## src/rtl/accum_cpu_pkg.sv

```systemverilog
// accum_cpu_pkg: opcode encodings and FSM states shared by the accumulator CPU
package accum_cpu_pkg;
  localparam logic [2:0] OP_ADD  = 3'd0;
  localparam logic [2:0] OP_NAND = 3'd1;
  localparam logic [2:0] OP_SRL  = 3'd2;
  localparam logic [2:0] OP_LT   = 3'd3;
  localparam logic [2:0] OP_BZ   = 3'd4;
  localparam logic [2:0] OP_CP2W = 3'd5;
  localparam logic [2:0] OP_CPFW = 3'd6;
  localparam logic [2:0] OP_MUL  = 3'd7;
  typedef enum logic [2:0] {FETCH, PTR, OPER, STORE, HALT} state_t;
endpackage

```

## src/rtl/accum_cpu_hs_if.sv

```systemverilog
// accum_cpu_hs_if: req/ack single-port memory bus between the CPU (master) and RAM (slave)
//   mem_req/mem_we/mem_addr/mem_wdata driven by master, held until mem_req&mem_ack
//   mem_rdata/mem_ack driven by slave; rdata valid in the ack cycle of a read
interface accum_cpu_hs_if #(parameter int DW = 16, parameter int AW = 10);
  logic          mem_req;
  logic          mem_we;
  logic [AW-1:0] mem_addr;
  logic [DW-1:0] mem_wdata;
  logic [DW-1:0] mem_rdata;
  logic          mem_ack;
  modport master(output mem_req, mem_we, mem_addr, mem_wdata, input mem_rdata, mem_ack);
  modport slave(input mem_req, mem_we, mem_addr, mem_wdata, output mem_rdata, mem_ack);
endinterface

```

## src/rtl/accum_alu.sv

```systemverilog
// accum_alu: combinational next-W for the accumulator CPU
//   w, num : accumulator and operand word; op : 3-bit opcode; w_next : result mod 2^DW
module accum_alu import accum_cpu_pkg::*; #(parameter int DW = 16) (
  input  logic [DW-1:0] w,
  input  logic [DW-1:0] num,
  input  logic [2:0]    op,
  output logic [DW-1:0] w_next
);
  always_comb begin
    w_next = w;
    case (op)
      OP_ADD:  w_next = w + num;
      OP_NAND: w_next = ~(w & num);
      // shift amounts beyond DW turn into a left shift by the excess
      OP_SRL:  w_next = num <= DW'(DW) ? w >> num : w << (num - DW'(DW));
      OP_LT:   w_next = DW'(w < num);
      OP_CP2W: w_next = num;
      OP_MUL:  w_next = w * num;
      default: w_next = w;
    endcase
  end
endmodule

```

## src/rtl/accum_cpu_hs.sv

```systemverilog
// accum_cpu_hs: multi-cycle accumulator CPU with req/ack memory handshake
//   clk, rst : clock, asynchronous active-high reset
//   mem      : master side of the memory bus (program and data share one RAM)
//   pc       : program counter; w_acc : accumulator W; halted : sticky BZ-to-self stop
module accum_cpu_hs import accum_cpu_pkg::*; #(
  parameter int DW       = 16,
  parameter int AW       = 10,
  parameter int IND_ADDR = 4
) (
  input  logic                 clk,
  input  logic                 rst,
  accum_cpu_hs_if.master       mem,
  output logic [AW-1:0]        pc,
  output logic [DW-1:0]        w_acc,
  output logic                 halted
);
  state_t        st;
  logic [2:0]    opc;
  logic [AW-1:0] eff;
  logic [DW-1:0] w;
  logic [DW-1:0] w_nxt;
  logic          done;
  logic [2:0]    r_op;
  logic [AW-1:0] r_lo;
  assign done = mem.mem_req & mem.mem_ack;
  assign r_op = mem.mem_rdata[DW-1:DW-3];
  assign r_lo = mem.mem_rdata[AW-1:0];
  assign w_acc = w;
  // request is a decode of the state so each state issues its access in its first cycle;
  // gating with rst drops an outstanding request the moment reset asserts
  assign mem.mem_req   = ~rst & (st != HALT);
  assign mem.mem_we    = st == STORE;
  assign mem.mem_addr  = st == FETCH ? pc : st == PTR ? AW'(IND_ADDR) : eff;
  assign mem.mem_wdata = st == STORE ? w : '0;
  accum_alu #(.DW(DW)) u_alu (.w(w), .num(mem.mem_rdata), .op(opc), .w_next(w_nxt));
  always_ff @(posedge clk or posedge rst)
    if (rst) begin
      st     <= FETCH;
      pc     <= '0;
      w      <= '0;
      opc    <= '0;
      eff    <= '0;
      halted <= 1'b0;
    end else if (done) begin
      case (st)
        FETCH: begin
          opc <= r_op;
          eff <= r_lo;
          st  <= mem.mem_rdata[DW-4:0] == '0 ? PTR : r_op == OP_CPFW ? STORE : OPER;
        end
        PTR: begin
          eff <= r_lo;
          st  <= opc == OP_CPFW ? STORE : OPER;
        end
        OPER:
          if (opc == OP_BZ && w == '0 && r_lo == pc) begin
            st     <= HALT;
            halted <= 1'b1;
          end else begin
            st <= FETCH;
            w  <= w_nxt;
            pc <= opc == OP_BZ && w == '0 ? r_lo : pc + AW'(1);
          end
        STORE: begin
          st <= FETCH;
          pc <= pc + AW'(1);
        end
        default: st <= st;
      endcase
    end
endmodule
```

## src/flat_wrapper.sv

```systemverilog
// flat-port wrapper written by rule: the top's interface ports become plain ports
module accum_cpu_hs_flat import accum_cpu_pkg::*;
#(
  parameter int DW       = 16,
  parameter int AW       = 10,
  parameter int IND_ADDR = 4
)
  (clk, rst, pc, w_acc, halted, mem_mem_req, mem_mem_we, mem_mem_addr, mem_mem_wdata, mem_mem_rdata, mem_mem_ack);
  accum_cpu_hs_if #(.DW(DW), .AW(AW)) mem_i ();
  input  logic clk;
  input  logic rst;
  output logic [AW-1:0] pc;
  output logic [DW-1:0] w_acc;
  output logic halted;
  output wire logic [$bits(mem_i.mem_req)-1:0] mem_mem_req;
  output wire logic [$bits(mem_i.mem_we)-1:0] mem_mem_we;
  output wire logic [$bits(mem_i.mem_addr)-1:0] mem_mem_addr;
  output wire logic [$bits(mem_i.mem_wdata)-1:0] mem_mem_wdata;
  input wire logic [$bits(mem_i.mem_rdata)-1:0] mem_mem_rdata;
  input wire logic [$bits(mem_i.mem_ack)-1:0] mem_mem_ack;
  assign mem_mem_req = mem_i.mem_req;
  assign mem_mem_we = mem_i.mem_we;
  assign mem_mem_addr = mem_i.mem_addr;
  assign mem_mem_wdata = mem_i.mem_wdata;
  assign mem_i.mem_rdata = mem_mem_rdata;
  assign mem_i.mem_ack = mem_mem_ack;
  accum_cpu_hs #(.DW(DW), .AW(AW), .IND_ADDR(IND_ADDR)) u_core (.clk(clk), .rst(rst), .mem(mem_i), .pc(pc), .w_acc(w_acc), .halted(halted));
endmodule
```

## config.mk

```make
export PLATFORM = sky130hd
export DESIGN_NAME = accum_cpu_hs_flat
export DESIGN_NICKNAME = d
export VERILOG_FILES = /design/src/rtl/accum_cpu_pkg.sv /design/src/rtl/accum_cpu_hs_if.sv /design/src/rtl/accum_alu.sv /design/src/rtl/accum_cpu_hs.sv /design/src/flat_wrapper.sv
export SDC_FILE = /design/constraint.sdc
export NUM_CORES = 1
export LEC_CHECK = 0
export ABC_AREA = 1
export ABC_CLOCK_PERIOD_IN_PS = 12770
export BUFFER_PORTS_ARGS = -buffer_cell sky130_fd_sc_hd__buf_2
export CORE_UTILIZATION = 63
export DETAILED_ROUTE_END_ITERATION = 16
export PLACE_DENSITY = 0.89
export SYNTH_ARGS = -nofsm -noshare
export SYNTH_HDL_FRONTEND = slang
export SYNTH_SLANG_ARGS = --single-unit
```

## constraint.sdc

```tcl
create_clock -name clk -period 12.77 [get_ports clk]
set_clock_uncertainty 0.1 [all_clocks]
set_input_delay 1.277 -clock clk [delete_from_list [all_inputs] [get_ports clk]]
set_output_delay 1.277 -clock clk [all_outputs]
set_load 0.02 [all_outputs]
```

# == After elaboration in Yosys (flattened, before gate mapping) ==
# Index checks and enable logic that the tools add are counted.
# Widths: inputs -> output; s select.
# word_totals
input_bits,19
ram_bits,0
elab_cells,63
out_inout_bits,55
latchBits,0
romBits,0
n_memories,0
reg_bits,43
# classes
addsub,3
div_mod_pow,0
mux,13
magnitude_cmp,2
n_shift,2
multipliers,1
eq_ne,14
n_reduce_logical,16
n_bitwise,6
# op_table
operator,count
$pmux 16 s6,1
$mux 10,4
$mux 16,2
$pmux 10 s2,1
$add 16x16->16,1
$and 16x16->16,1
$le 16x5->1 const B,1
$logic_not 16->1,1
$lt 16x16->1,1
$mul 16x16->16,1
$not 16->16,1
$shl 16x16->16,1
$shr 16x16->16,1
$sub 16x5->16 const B,1
$eq 3x3->1 const B,5
$logic_not 13->1,1
$eq 3x2->1 const B,4
$pmux 3 s4,1
$add 10x1->10 const B,1
$eq 10x10->1,1
$eq 3x1->1 const B,2
$logic_not 3->1,2
$mux 3,2
$reduce_and 2->1,3
12 further kinds,17

# == Longest topological paths before layout ==
# Gate-level depths: netlist (run 1).
# logic_depth
depth_word,5
depth_mapped,32

# == Cells and area by module ==
# Synthesis (run 1) repeated with hierarchy kept, for this count alone.
# unflattened
hier_cells,1681
hier_area_um2,10286.1
# by_module_without_submodules
mod,seq_area_each_um2,area_per_inst_um2,instances,cells_each
accum_alu,0.0,7713.6,1,1307
accum_cpu_hs,1076.0,2572.5,1,374

# == Least setup slack after synthesis (run 1) ==
# OpenSTA, ideal clock, no wires.
# synth_timing
kind,input to register
startpoint,input mem_mem_rdata[2]
endpoint,"register u_core.w[14], in the netlist u_core.w_acc[14]"
t_arrival_ns,6.708
path_slack_ns,5.896
cell_stages,24
n_path_buf,4
setup_ns,0.066
required_ns,12.604
path_cell_list,clkbuf_1 -> clkbuf_1 -> clkbuf_1 -> buf_1 -> nand2_1 -> fa_1 -> fa_1 -> fa_1 -> fa_1 -> inv_1 -> fa_1 -> inv_1 -> fa_1 -> inv_1 -> ha_1 -> inv_1 -> nor3_1 -> nand3_1 -> o2111ai_1 -> o21ai_0 -> a21o_1 -> nand4_1 -> nand2_1 -> nand2_1
# synth_between
elab_chain_cells,4
word_cells_on_any_way,12
cone_classes,add/sub (2); mul (1); order compare (1); eq/ne (1); shift (2); mux (2); bitwise (1); reduce/logical (2)
# synth_lines
element,line_no,text
"start, declared",flat_wrapper.sv:19,input wire logic [$bits(mem_i.mem_rdata)-1:0] mem_mem_rdata;
branches (longest 4 deep; another with $mul 16x16->16),--,
"end signal, assigned",accum_cpu_hs.sv:61,w <= w_nxt;
"end, declared",accum_cpu_hs.sv:20,logic [DW-1:0] w;
# Parallel ways; which one is timed is not known.
# A chain may end at the register's enable or synchronous reset.

# == Worst setup path in the final report (run 1) ==
# layout_timing
startpoint,input mem_mem_rdata[5]
endpoint,"register u_core.w[13], in the netlist u_core.w_acc[13]"
# The elaborated chain is that of the path after synthesis.

==> metrics, run 1 <==
Fillers=1357; endpoints failing hold=0; setup TNS=0 ps; CTS H-Tree Depth=2; Synth async-reset ratio=100%; hold_sp=u_core.halted; Main synth FF type=dfrtp_1; Min-Delay Endpoint=u_core.halted; IO Pins=74; setup violators final=0; vias in the first global route=10.5k; CTS tree=done; post-cts sizing count=0; relative slew slack=30.4%; via-per-instance ratio=6.10; Core Region=0.0153 sq mm; most common cell in the synthesized netlist=nand2_1; Yosys top cell by area=nand2_1; Overall Power=1080 uW; WS Path Type=in2reg; maxcap violations=0; TritonRoute pass-1 iters=7; Die H=127 microns; Die Wd=127 microns; fmax=155 MHz; Post-synth top cells=nand2_1, inv_1, o21ai_0; share of post-route cells with drive strength above 1=7.47%; Worst setup EP type=flop; worst slew pin tran=1040 ps; first-pass GRT wire length=56.6 mm; initial DRC count=1334; FF+latch area=0.00108 sq mm; fin crit period=6450 ps; Remaining DRCs=0; Total Wirelength=36.3 mm; CTS max path bufs=2; worst flop-to-flop path startpoint=u_core.w_acc[5]; Post-synth EDFFs=0; clock-pin slew on the worst setup and hold paths=80 ps; Max rail drop VDD=0.110 mV; initial antenna violation count=0; worst reg-to-reg path cell count=23; Max FO, Critical Path=16; Worst EP required=12910 ps; WP data arrival=6590 ps; clock sinks=43; Initial Utilization=64.6%; Inst Count DP=1809; Cell variety after synth=51; largest net degree at the start of global routing=46; Antenna Nets Post-Route=0; All-Layer GR Usage=46.2%; largest cells by area after synthesis=nand2_1, fa_1, inv_1; Root Driver=clkbuf_16; register bit total from synthesis=43; Post-Syn Instances=1580; Final GP Congestion=1.04; hold_buf cts=0; met1 Usage GRT=56.8%; RSZ-0062 raised after global routing=false; outcome=completed; vias=11.1k; Layout Cells excl Fill=1818; worst skew pair latency=300 ps; hold-critical path depth=2; Layout Nets=1789; R2R setup slack=6800 ps; drt wl/cell=20.0 microns; worst setup margin=6320 ps; Max Slew Vio Count=0; Mapped Area=0.00986 sq mm; P&R area growth vs syn=6.23%; CTS Buf Count=5; Avg Cell Area, Syn=6.24 sq um; sequential-to-total area share from yosys stat=10.9%; met2 global-route usage=70.8%; GR Overflow Total=0; Period Utilization, post-route=50.5%; port buffer count=73; footprint of the multi-input gates=0.00723 sq mm; # rows=45; area share of the largest cell type after synthesis=16.5%; pre-CTS setup slack=6040 ps; DP HPWL=26.9 mm; Min-Delay Path Class=reg2reg; Yosys warnings=0; FF-to-FF End=u_core.w_acc[13]; post-CTS setup buffers=0; M3 GR Usage=11.8%; CP startpoint kind=input pin; Leak=0.00597 uW; PwrDens=103 mW/mm^2; Top Usage Layer GRT=met2; syn nets=1764; die area=0.0162 sq mm
==> layout by cell type, fill, tap and decap left out, drive strengths merged, types with 2 or more instances in the layout <==
cell type,netlist,layout
nand2,440,440
inv,335,335
o21ai,139,139
nand3,92,92
nor2,86,86
buf,23,86
ha,84,84
fa,81,81
a21oi,65,65
dfrtp,43,43
nand4,33,33
nor3,18,18
xor2,16,16
o22ai,9,9
o211ai,9,9
xnor2,7,7
o21bai,6,6
nor4,5,5
a31oi,5,5
o221ai,5,5
clkbuf,45,5
clkinv,3,4
a211oi,4,4
o2111ai,3,3
or2,3,3
o21a,3,3
nand3b,3,3
and2,2,2
a22oi,2,2
a221oi,2,2
a21o,2,2
a21boi,2,2
==> area by class of cell <==
class                           count  share of cell area (%)
Antenna cell                        1                  0.0239
Clock buffer                        5                    1.19
Clock inverter                      3                   0.442
Inverter                          338                    12.1
Multi-Input combinational cell   1131                    69.0
Sequential cell                    43                    10.3
Tap cell                          211                    2.52
Timing Repair Buffer               86                    4.42
==> critical path, stage by stage <==
cell	delay [ps]
buf_2	430
ha_1	340
fa_1	430
inv_1	90
fa_1	430
fa_1	510
inv_1	50
ha_1	280
fa_1	490
inv_1	50
fa_1	470
inv_1	40
ha_1	310
a21oi_1	160
a21boi_0	340
nand2_1	100
nand2_1	100
nand2_1	50
a21oi_1	160
or2_2	130
nand3_1	70
nand4_1	130
nand2_1	60
nand2_1	70
==> where the power goes <==
group	leakage [uW]	switching (uW)	internal, uW	total, uW
registers	0.000496	0	136	136
clock network	0.0000804	61.9	93.2	155
logic	0.00539	493	292	785
total	0.00597	555	521	1080
==> through the flow <==
step           utilization [%]  instance area [sq um]  hold slack (ps)
6_report                  68.7                  10500              370
3_5_place_dp              67.5                  10300              345
5_1_grt                   68.7                  10500              391
4_1_cts                   68.7                  10500              368
3_3_place_gp              67.5                  10300              350
2_1_floorplan                -                   9860              347
==> kinds of logic after synthesis <==
kind of cell             Yosys count  synth area share, %
AO/OA/AOI/OAI                    259                 14.6
XOR/XNOR                          23                 2.04
adder cells (fa/ha/maj)          165                 27.1
buffers and inverters            406                 15.8
flip-flops                        43                 10.9
multiplexers                       1                0.101
AND/OR/NAND/NOR                  683                 29.5
==> worst max-delay path by stage <==
stage | end | startpoint | slack (ps)
detailed placement | u_core.w_acc[13] | mem_mem_rdata[1] | 6040
finish | u_core.w_acc[13] | mem_mem_rdata[5] | 6320
global route | u_core.w_acc[15] | mem_mem_rdata[2] | 5960
global placement | u_core.w_acc[13] | mem_mem_rdata[2] | 6140
CTS | u_core.w_acc[13] | mem_mem_rdata[2] | 6360
floorplan | u_core.w_acc[14] | mem_mem_rdata[2] | 5900
==> routing by layer <==
metal / vias up / wire length [microns]
met5: - / 0
met4: 0 / 3070
met3: 235 / 4660
met2: 749 / 15400
met1: 5105 / 13200
li1: 4995 / -
==> flip-flops by register name (all words and copies together), names as in the netlist <==
register / cells
u_core.w_acc: 16
u_core.eff: 10
u_core.pc: 10
u_core.halted: 1
u_core.st: 3
u_core.opc: 3
Power figures use the tool's default switching activity.
==> inputs of run 2 (changes only) <==
--- a/config.mk
+++ b/config.mk
@@ -6,11 +6,11 @@
 export NUM_CORES = 1
 export LEC_CHECK = 0
 export ABC_AREA = 1
-export ABC_CLOCK_PERIOD_IN_PS = 12770
+export ABC_CLOCK_PERIOD_IN_PS = 5200
 export BUFFER_PORTS_ARGS = -buffer_cell sky130_fd_sc_hd__buf_2
-export CORE_UTILIZATION = 63
+export CORE_UTILIZATION = 57
 export DETAILED_ROUTE_END_ITERATION = 16
-export PLACE_DENSITY = 0.89
+export PLACE_DENSITY = 0.85
 export SYNTH_ARGS = -nofsm -noshare
 export SYNTH_HDL_FRONTEND = slang
 export SYNTH_SLANG_ARGS = --single-unit
==> constraint.sdc (replaced) <==
create_clock -name clk -period 5.2 [get_ports clk]
set_clock_uncertainty 0.1 [all_clocks]
set_input_delay 0.52 -clock clk [delete_from_list [all_inputs] [get_ports clk]]
set_output_delay 0.52 -clock clk [all_outputs]
set_load 0.02 [all_outputs]
==> run 2 against run 1 <==
Effect of this change: the flow now finishes with violations (negative setup slack); worst hold slack worse by 100 ps; total power rose to 3.5 times the previous value; design area is 10% higher; largest cell class unchanged; clock power up 150%; sequential power up 150%; flip-flop and latch count unchanged; combinational power grew to 3.9 times the previous value; count of clock-buffer cells in the layout unchanged.
==> metrics, run 2 (synthesis results as in run 1) <==
first-pass GRT wire length=59.5 mm; commonest non-fill, non-tap cell in the layout=nand2_1; relative slew slack=36.1%; RSZ-0062 raised after global routing=true; Initial Utilization=58.9%; Remaining DRCs=0; die area=0.0178 sq mm; Min-Delay Path Class=in2async; maxcap violations=0; P&R area growth vs syn=16.9%; Leak=0.00647 uW; IO Pins=74; Max rail drop VDD=1.03 mV; Hold Worst Slack=269 ps; Overall Power=3810 uW; CTS max path bufs=2; vias=11.4k; clock sinks=43; setup violators final=7; CTS Buf Count=5; drt wl/cell=20.2 microns; DP HPWL=31.1 mm; Worst EP required=5340 ps; WP data arrival=5510 ps; outcome=complete, but fails checks; worst skew pair latency=300 ps; initial DRC count=1342; via-per-instance ratio=5.92; Worst setup EP type=flop; port buffer count=73; CTS H-Tree Depth=2; # diodes=0; # rows=47; fmax=186 MHz; Die H=134 microns; Antenna Nets Post-Route=0; max reg flops=16; most frequent cells in the layout=nand2_1, inv_1, o21ai_0, buf_4, nand3_1; All-Layer GR Usage=43.9%; Layout Nets=1892; worst setup margin=-170 ps; Core Region=0.0168 sq mm; largest net degree at the start of global routing=45; Final GP Congestion=1.06; pre-CTS setup slack=-451 ps; Max Slew Vio Count=0; share of post-route cells with drive strength above 1=16.4%; CP startpoint kind=flop; Total Wirelength=39.0 mm; WS Path Type=reg2reg; initial antenna violation count=1; worst slew pin tran=952 ps; PwrDens=330 mW/mm^2; hold_buf cts=0; Period Utilization, post-route=103%; clock-pin slew on the worst setup and hold paths=70 ps; Die Wd=134 microns; R2R setup slack=-170 ps; CTS tree=done; fin crit period=5370 ps; Root Driver=clkbuf_16; TritonRoute pass-1 iters=6; GR Overflow Total=0; endpoints failing hold=0; vias in the first global route=11.0k; setup TNS=-610 ps; violated checks=negative setup slack; Max FO, Critical Path=7
[run 2: through the flow]
stage / utilization (%) / std cells / cell area (sq um)
5_1_grt: 68.8 / 1929 / 11500
4_1_cts: 68.2 / 1927 / 11400
6_report: 68.8 / 1929 / 11500
3_5_place_dp: 66.5 / 1912 / 11200
2_1_floorplan: - / 1580 / 10100
3_3_place_gp: 66.5 / 1912 / 11200
[run 2: layout make-up]
class	count	area (sq um)
multi-input cells	1131	7480
fillers	1487	5230
inverters	338	1270
repair buffers	189	1250
flip-flops and latches	43	1080
well taps	220	275
clock buffers	5	125
clock inverters	3	46.3
[run 2: worst max-delay path: stages, from the launching register on]
cell	delay (ps)
dfrtp_2	460
buf_6	160
nand2_1	70
inv_1	50
fa_1	510
inv_1	60
fa_1	480
inv_1	60
fa_1	500
fa_1	450
fa_1	490
inv_1	50
fa_1	490
inv_1	70
ha_4	300
nand2_4	80
nor3_4	220
nand3_2	140
o2111ai_4	100
o21ai_1	90
a21o_1	200
nand4_1	100
nand2_1	50
nand2_1	50
[run 2: where the power goes]
group	switching (uW)	internal (uW)	total, uW
combinational	1730	1360	3090
clock	157	229	386
sequential	0	334	334
[run 2: routing by layer]
layer	part of all wire [%]	vias to the layer above	track usage, %
met2	45	725	71.1
met1	37	5296	54.5
met5	0.036	-	1.39
li1	-	5199	-
met3	10	203	7.04
met4	6.9	2	27.5
[run 2: path summary, 6_finish.rpt]
| path | startpoint | to | cells past startpoint |
|---|---|---|---|
| max | u_core.w_acc[7] | u_core.w_acc[14] | 23 |
| min | rst | u_core.eff[9] | 3 |
| max reg2reg | u_core.w_acc[7] | u_core.w_acc[14] | 23 |
| min reg2reg | u_core.halted | u_core.halted | 2 |
| max in group asynchronous | rst | u_core.w_acc[5] | 3 |
| min in group clk | u_core.halted | u_core.halted | 2 |
[run 2: what timing repair did]
item	4_1_cts	5_1_grt
pin swaps	12	5
resized for setup	22	27
endpoints found under the setup margin	6	8
buffers inserted	7	2
